===== src/rtl/data_sram_arb_pkg.sv =====
// data_sram_arb_pkg
//   Shared definitions for the data SRAM arbiter: the sequencer state
//   encoding and the port-select values used by the arbiter and the top.
package data_sram_arb_pkg;

    typedef enum logic [1:0] {
        S_IDLE   = 2'd0,
        S_SETUP  = 2'd1,
        S_STROBE = 2'd2,
        S_DONE   = 2'd3
    } state_t;

    localparam logic PORT_A = 1'b0;
    localparam logic PORT_B = 1'b1;

endpackage


===== src/rtl/data_sram_arb_rr_arb2.sv =====
// rr_arb2
//   Two-input round-robin arbiter with a last-grant register.
//   Ports:
//     clk, rst  clock, async active-high reset
//     req[1:0]  request pair, bit 0 = port A, bit 1 = port B
//     en        grant enable; last-grant only moves when en is high
//     grant     one-hot grant (combinational from req and last-grant)
module rr_arb2
    import data_sram_arb_pkg::*;
(
    input  logic       clk,
    input  logic       rst,
    input  logic [1:0] req,
    input  logic       en,
    output logic [1:0] grant
);

    logic last;

    // A lone request always wins; on a tie, the port not served last wins.
    always_comb begin
        grant = req;
        if (req == 2'b11)
            grant = (last == PORT_B) ? 2'b01 : 2'b10;
    end

    // Reset to B so that A wins the first tie.
    always_ff @(posedge clk or posedge rst) begin
        if (rst)
            last <= PORT_B;
        else if (en && |req)
            last <= grant[1];
    end

endmodule


===== src/rtl/data_sram_arb.sv =====
// data_sram_arb
//   Serialises port A (CPU) and port B (DMA/debug) accesses to the 256x8
//   data SRAM as IDLE -> SETUP -> STROBE -> DONE sequences. The SRAM acts on
//   the falling edge of CS_D, so the bus (ADDR/DIN/WD/RD) is set up one full
//   cycle before CS_D drops and CS_D is low for exactly one cycle.
//   Ports:
//     CLK, RST                     clock, async active-high reset
//     x_REQ/x_WE/x_ADDR/x_WDATA    port request (x = A, B), sampled at grant
//     x_ACK, x_RDATA               one-cycle completion pulse, read data
//     BUSY                         high whenever not IDLE
//     CS_D, WD, RD, DIN, ADDR      SRAM strobe interface (all registered)
//     DOUT                         SRAM read data, valid after CS_D falls
module data_sram_arb
    import data_sram_arb_pkg::*;
#(
    parameter int ADDR_W = 8,
    parameter int DATA_W = 8
) (
    input  logic              CLK,
    input  logic              RST,
    input  logic              A_REQ,
    input  logic              A_WE,
    input  logic [ADDR_W-1:0] A_ADDR,
    input  logic [DATA_W-1:0] A_WDATA,
    output logic              A_ACK,
    output logic [DATA_W-1:0] A_RDATA,
    input  logic              B_REQ,
    input  logic              B_WE,
    input  logic [ADDR_W-1:0] B_ADDR,
    input  logic [DATA_W-1:0] B_WDATA,
    output logic              B_ACK,
    output logic [DATA_W-1:0] B_RDATA,
    output logic              BUSY,
    output logic              CS_D,
    output logic              WD,
    output logic              RD,
    output logic [DATA_W-1:0] DIN,
    output logic [ADDR_W-1:0] ADDR,
    input  logic [DATA_W-1:0] DOUT
);

    state_t     state;
    logic       sel;      // port owning the access in flight
    logic [1:0] grant;
    logic       grant_en;

    // Requests are only looked at in IDLE; the other port waits there.
    assign grant_en = (state == S_IDLE);

    rr_arb2 u_arb (
        .clk   (CLK),
        .rst   (RST),
        .req   ({B_REQ, A_REQ}),
        .en    (grant_en),
        .grant (grant)
    );

    always_ff @(posedge CLK or posedge RST) begin
        if (RST) begin
            state   <= S_IDLE;
            sel     <= PORT_A;
            CS_D    <= 1'b1;
            WD      <= 1'b0;
            RD      <= 1'b0;
            DIN     <= '0;
            ADDR    <= '0;
            A_ACK   <= 1'b0;
            B_ACK   <= 1'b0;
            A_RDATA <= '0;
            B_RDATA <= '0;
            BUSY    <= 1'b0;
        end else begin
            case (state)
                S_IDLE: begin
                    if (|grant) begin
                        // Latch the winner's request so later input changes
                        // cannot disturb the access.
                        sel <= grant[1];
                        if (grant[1]) begin
                            ADDR <= B_ADDR;
                            DIN  <= B_WDATA;
                            WD   <= B_WE;
                            RD   <= ~B_WE;
                        end else begin
                            ADDR <= A_ADDR;
                            DIN  <= A_WDATA;
                            WD   <= A_WE;
                            RD   <= ~A_WE;
                        end
                        BUSY  <= 1'b1;
                        state <= S_SETUP;
                    end
                end
                S_SETUP: begin
                    CS_D  <= 1'b0;
                    state <= S_STROBE;
                end
                S_STROBE: begin
                    // DOUT was registered by the SRAM when CS_D fell.
                    CS_D <= 1'b1;
                    WD   <= 1'b0;
                    RD   <= 1'b0;
                    if (sel == PORT_B) begin
                        B_ACK <= 1'b1;
                        if (RD) B_RDATA <= DOUT;
                    end else begin
                        A_ACK <= 1'b1;
                        if (RD) A_RDATA <= DOUT;
                    end
                    state <= S_DONE;
                end
                S_DONE: begin
                    A_ACK <= 1'b0;
                    B_ACK <= 1'b0;
                    BUSY  <= 1'b0;
                    state <= S_IDLE;
                end
                default: state <= S_IDLE;
            endcase
        end
    end

endmodule


===== config.mk =====
export PLATFORM = sky130hd
export DESIGN_NAME = data_sram_arb
export DESIGN_NICKNAME = d
export VERILOG_FILES = /design/src/rtl/data_sram_arb_pkg.sv /design/src/rtl/data_sram_arb_rr_arb2.sv /design/src/rtl/data_sram_arb.sv
export SDC_FILE = /design/constraint.sdc
export NUM_CORES = 1
export LEC_CHECK = 0
export ABC_AREA = 1
export BUFFER_PORTS_ARGS = -buffer_cell sky130_fd_sc_hd__buf_2
export CORE_MARGIN = 8
export CORE_UTILIZATION = 48
export DETAILED_ROUTE_END_ITERATION = 8
export PLACE_DENSITY = 0.8
export SETUP_SLACK_MARGIN = 0.3
export SYNTH_ARGS = -nofsm -noshare
export SYNTH_HDL_FRONTEND = slang
export SYNTH_HIERARCHICAL = 1
export SYNTH_SLANG_ARGS = --single-unit

===== constraint.sdc =====
create_clock -name CLK -period 2.4 [get_ports CLK]
set_clock_uncertainty 0.15 [all_clocks]
set_input_delay 0.24 -clock CLK [delete_from_list [all_inputs] [get_ports CLK]]
set_output_delay 0.24 -clock CLK [all_outputs]
set_load 0.1 [all_outputs]

**After elaboration in Yosys (flattened, before gate mapping)**

Cells that the tools add are included.

- Eq/ne operators: 7
- Muxes and demuxes: 19
- Bitwise gates (word level): 3
- Reduce and logical (&&, ||, !) cells: 15

Operator list:

| cell | number |
|---|---|
| $mux W8 | 2 |
| $pmux W1 S2 | 6 |
| $reduce_and A2 Y1 | 5 |
| $pmux W2 S4 | 1 |
| $reduce_bool A2 Y1 | 4 |
| $mux W1 | 7 |
| $eq A2 B2 Y1 const B | 3 |
| $mux W2 | 3 |
| $ne A2 B2 Y1 const B | 3 |
| $reduce_and A3 Y1 | 2 |
| $reduce_or A2 Y1 | 2 |
| $not A1 Y1 | 3 |
| $eq A2 B1 Y1 const B | 1 |
| $logic_not A2 Y1 | 1 |
| $logic_and A1 B1 Y1 | 1 |

- Bits in registers: 42
- Input bits: 46
- Output and inout port bits: 38
- Word-level logic and storage cells: 57

**Logic depth before layout (Yosys ltp)**

- Depth in word-level cells: 5
- Mapped depth: 7
- Gate-level depth less buffers: 7

**Hierarchy**

The synthesis kept the hierarchy.

Modules (own cells, without submodules):

| module | times used | cells each | area an instance (sq um) | seq. area each (sq um) |
|---|---|---|---|---|
| data_sram_arb | 1 | 243 | 1955.6 | 1027.2 |
| rr_arb2 | 1 | 9 | 65.1 | 26.3 |

**Worst setup path before layout**

OpenSTA, ideal clock, no wires.

- Kind: register to register
- From: register u_arb.last
- To: register ADDR[0]
- Library setup time: 0.120 ns
- Arrival: 1.588 ns
- Required time: 2.130 ns
- Path slack: 0.543 ns
- Cell stages (with the launch flop): 8
- Path buffers: 1
- Period minus slack after synthesis: 1.857 ns
- Path through: dfstp_2 a21boi_0 inv_2 clkbuf_8 nand2_1 nand2_1 nand2_1 nand2_1

- Longest elaborated chain between the ends: 4
- Elaborated cells on any way between the ends: 5
- Classes of those cells: 3 x mux; 2 x reduce/logical

RTL lines:

| what | line | text |
|---|---|---|
| start: declaration | data_sram_arb_rr_arb2.sv:18 | `logic last;` |
| start signal: assignment | data_sram_arb_rr_arb2.sv:32 | `last <= grant[1];` |
| $mux W2 (*) | data_sram_arb_rr_arb2.sv:24 | `grant = (last == PORT_B) ? 2'b01 : 2'b10;` |
| $mux W2 (*) | data_sram_arb_rr_arb2.sv:23 | `if (req == 2'b11)` |
| via grant[1] | data_sram_arb.sv:44 | `logic [1:0] grant;` |
| $reduce_or A2 Y1 | data_sram_arb.sv:75 | `if (\|grant) begin` |
| $reduce_and A2 Y1 (no source line) | n/a |  |
| end signal: assignment | data_sram_arb.sv:66 | `ADDR <= '0;` |
| end signal: assignment | data_sram_arb.sv:80 | `ADDR <= B_ADDR;` |
| end signal: assignment | data_sram_arb.sv:85 | `ADDR <= A_ADDR;` |
| end: declaration | data_sram_arb.sv:38 | `output logic [ADDR_W-1:0] ADDR,` |

The timed path passes the listed nets; every way through them passes the cells marked *.
A chain may end at the register's enable or synchronous reset.

**Worst setup path in the final report**

- From: register u_arb.last
- To: register ADDR[2]

Same word-level chain as after synthesis.

==> run metrics <==
run status finished clean; floorplan row count 23; sequential-to-total area share from yosys stat 52.14%; Post-Syn Nets 303; HPWL after detailed placement 3.774 mm; area overhead of the layout relative to synthesis 26.50%; Core Box Area 4029 um2; Setup WS post-layout 0.5873 ns; Skew-Pair Late Insertion Delay 0.29 ns; post-synthesis cell type count 22; fraction of layout cells with a size suffix above 1 30.68%; remaining max-slew budget at the tightest pin 53.44%; Die X 80.88 um; synthesized area 2021 um2; setup_tns 0 ns; hold-critical path endpoint u_arb/last; Finish-stage setup viols 0; gate count after technology mapping 252; worst endpoint data arrival time 1.85 ns; smallest hold slack 0.03222 ns; most common library cell in the layout ignoring fill and taps sky130_fd_sc_hd__nand2_1; Layout Nets 389; Reg-to-Reg End ADDR[2]; I/O Buffers 83; clock slew seen by the registers of the worst setup and hold paths 0.08 ns; via count of the first global-routing pass 1755; critical path class reg2reg; global-route wire length before repair 8.066 mm; sort of element at the start of the critical path flop; fill count 362; number of antenna violations at the first check in global routing 0; total of warnings raised by yosys 6; CTS Buf Count 5; post-route fraction of the period consumed by the critical path 75.53%; post-detailed-route DRC marker count 0; global-route usage over all layers 15.60%; commonest cells after routing, fill and taps aside 140 x sky130_fd_sc_hd__nand2_1, 83 x sky130_fd_sc_hd__buf_2, 40 x sky130_fd_sc_hd__dfrtp_1, 18 x sky130_fd_sc_hd__inv_1, 18 x sky130_fd_sc_hd__o21ai_0; number of antenna cells inserted 0; register bit total from synthesis 42; required time at the worst-slack endpoint 2.44 ns; area of the die 6542 um2; clock root buffer sky130_fd_sc_hd__clkbuf_8; number of nets still failing antenna checks after routing 0; hold path start B_REQ; worst hold path depth 3; TritonCTS clock tree yes; max-cap check violation count 0; clock sink count 42; floorplan die height 80.88 um; initial core utilization 50.16%; slew at the pin with the worst max-slew slack 0.6944 ns; clock period minus worst slack 1.813 ns; mean post-synth cell area 8.019 um2; routed wire length 4.946 mm; maximum clock insertion buffer count 2; Detailed Route Iter0 Violations 86; worst reg2reg path depth 6; setup bufs post-CTS 0; Max Clock Freq 551.7 MHz; number of failing hold endpoints at the final stage 0; Hold Crit Class in2reg; max-slew violation count 0; pre-CTS setup slack 0.6098 ns; num ports 84; r2r setup slk 0.59 ns; leftover overflow at the end of global routing 0; origin of the critical flop-to-flop path u_arb/last; pin count of the biggest net entering global routing 42; number of optimization iterations in the first detailed-route pass 4; largest fanout of any net on the critical path 18; count of H-tree levels built during CTS 2; total via count after detailed routing 1819; detail-routed via count per cell 4.676; average wire length per cell after detail routing 12.71 um; crit path capture type flop; GPL Wtd Cong 0.7731; unrepaired setup endpoints after global routing false
-- critical path, stage by stage, from the launching register on --
cell	delay, ns
sky130_fd_sc_hd__dfstp_2	0.39
sky130_fd_sc_hd__a21boi_2	0.56
sky130_fd_sc_hd__inv_2	0.29
sky130_fd_sc_hd__nand2_1	0.14
sky130_fd_sc_hd__nand2_1	0.06
sky130_fd_sc_hd__nand2_1	0.06
sky130_fd_sc_hd__nand2_1	0.05
-- cells by family after synthesis --
group                      after synthesis  synth area share, %
and+or+nand+nor                        155                31.27
DFF                                     42                52.14
adders and majority gates                5                3.096
AOI/OAI and AO/OA                       23                6.502
buffers and inverters                   27                6.996
-- cells in the mapped netlist --
master                     instances  area share, %
sky130_fd_sc_hd__o21ai_1           1           0.25
sky130_fd_sc_hd__a21oi_1           1           0.25
sky130_fd_sc_hd__o21ai_4           1           0.81
sky130_fd_sc_hd__clkbuf_8          1           0.68
sky130_fd_sc_hd__or2_2             1           0.31
sky130_fd_sc_hd__dfrtp_1          40             50
sky130_fd_sc_hd__nor2_4            1           0.56
sky130_fd_sc_hd__inv_2             2           0.37
sky130_fd_sc_hd__nand3_1           9            2.2
sky130_fd_sc_hd__buf_8             1           0.74
sky130_fd_sc_hd__inv_1            18            3.3
sky130_fd_sc_hd__nor2_1            1           0.19
sky130_fd_sc_hd__nor2_8            1           0.99
sky130_fd_sc_hd__nand3_2           2           0.99
sky130_fd_sc_hd__dfstp_2           2            2.6
sky130_fd_sc_hd__a21boi_1          1           0.37
sky130_fd_sc_hd__o21ai_0          18            4.5
sky130_fd_sc_hd__nand2_1         140             26
sky130_fd_sc_hd__buf_2             3           0.74
sky130_fd_sc_hd__a21boi_0          1           0.37
sky130_fd_sc_hd__buf_6             2            1.1
sky130_fd_sc_hd__ha_1              5            3.1
-- area by class of cell --
type                    instances  area [um2]  share of cell area [%]
well taps                      50       62.56                   2.447
clock inverters                 2       12.51                  0.4895
clock buffers                   6       82.58                   3.231
repair buffers                 86       440.4                   17.23
flip-flops and latches         42        1054                   41.21
inverters                      20       75.07                   2.937
multi-input cells             183       829.5                   32.45
-- metal layers --
layer | routed length [um] | vias up | global-route usage (%)
met5 | 0 | - | 0
met4 | 48 | 0 | 4.821
met3 | 530 | 5 | 5.960
met2 | 2389 | 54 | 26.54
met1 | 1977 | 820 | 17.73
li1 | - | 940 | -
-- what timing repair did --
action / CTS / global route
setup endpoints to repair: 0 / 0
endpoints found under the hold margin: 41 / 0
hold buffers: 1 / 0
resized for setup: 0 / 0
-- registers in the layout (all words and copies together), names as in the netlist --
signal	cells
ADDR	8
A_RDATA	8
B_RDATA	8
DIN	8
state	2
A_ACK	1
BUSY	1
B_ACK	1
CS_D	1
RD	1
WD	1
sel	1
u_arb/last	1
-- per-stage QoR --
stage / instance area (um2) / instances / utilization (%)
global placement: 2451 / 380 / 60.84
finish: 2556 / 389 / 63.45
CTS: 2556 / 389 / 63.45
global route: 2556 / 389 / 63.45
detailed placement: 2451 / 380 / 60.84
floorplan: 2021 / 252 / -
-- how the worst max path moves through the flow --
stage | startpoint | to | slack, ns | cells past startpoint
floorplan | u_arb/last | ADDR[0] | 0.54 | 7
global placement | u_arb/last | RD | 0.68 | 6
detailed placement | u_arb/last | RD | 0.61 | 6
CTS | u_arb/last | RD | 0.60 | 6
global route | u_arb/last | RD | 0.43 | 6
finish | u_arb/last | ADDR[2] | 0.59 | 6
Power is not shown: default switching activity piles up to over one toggle a cycle in this logic, so the estimate is an artifact.
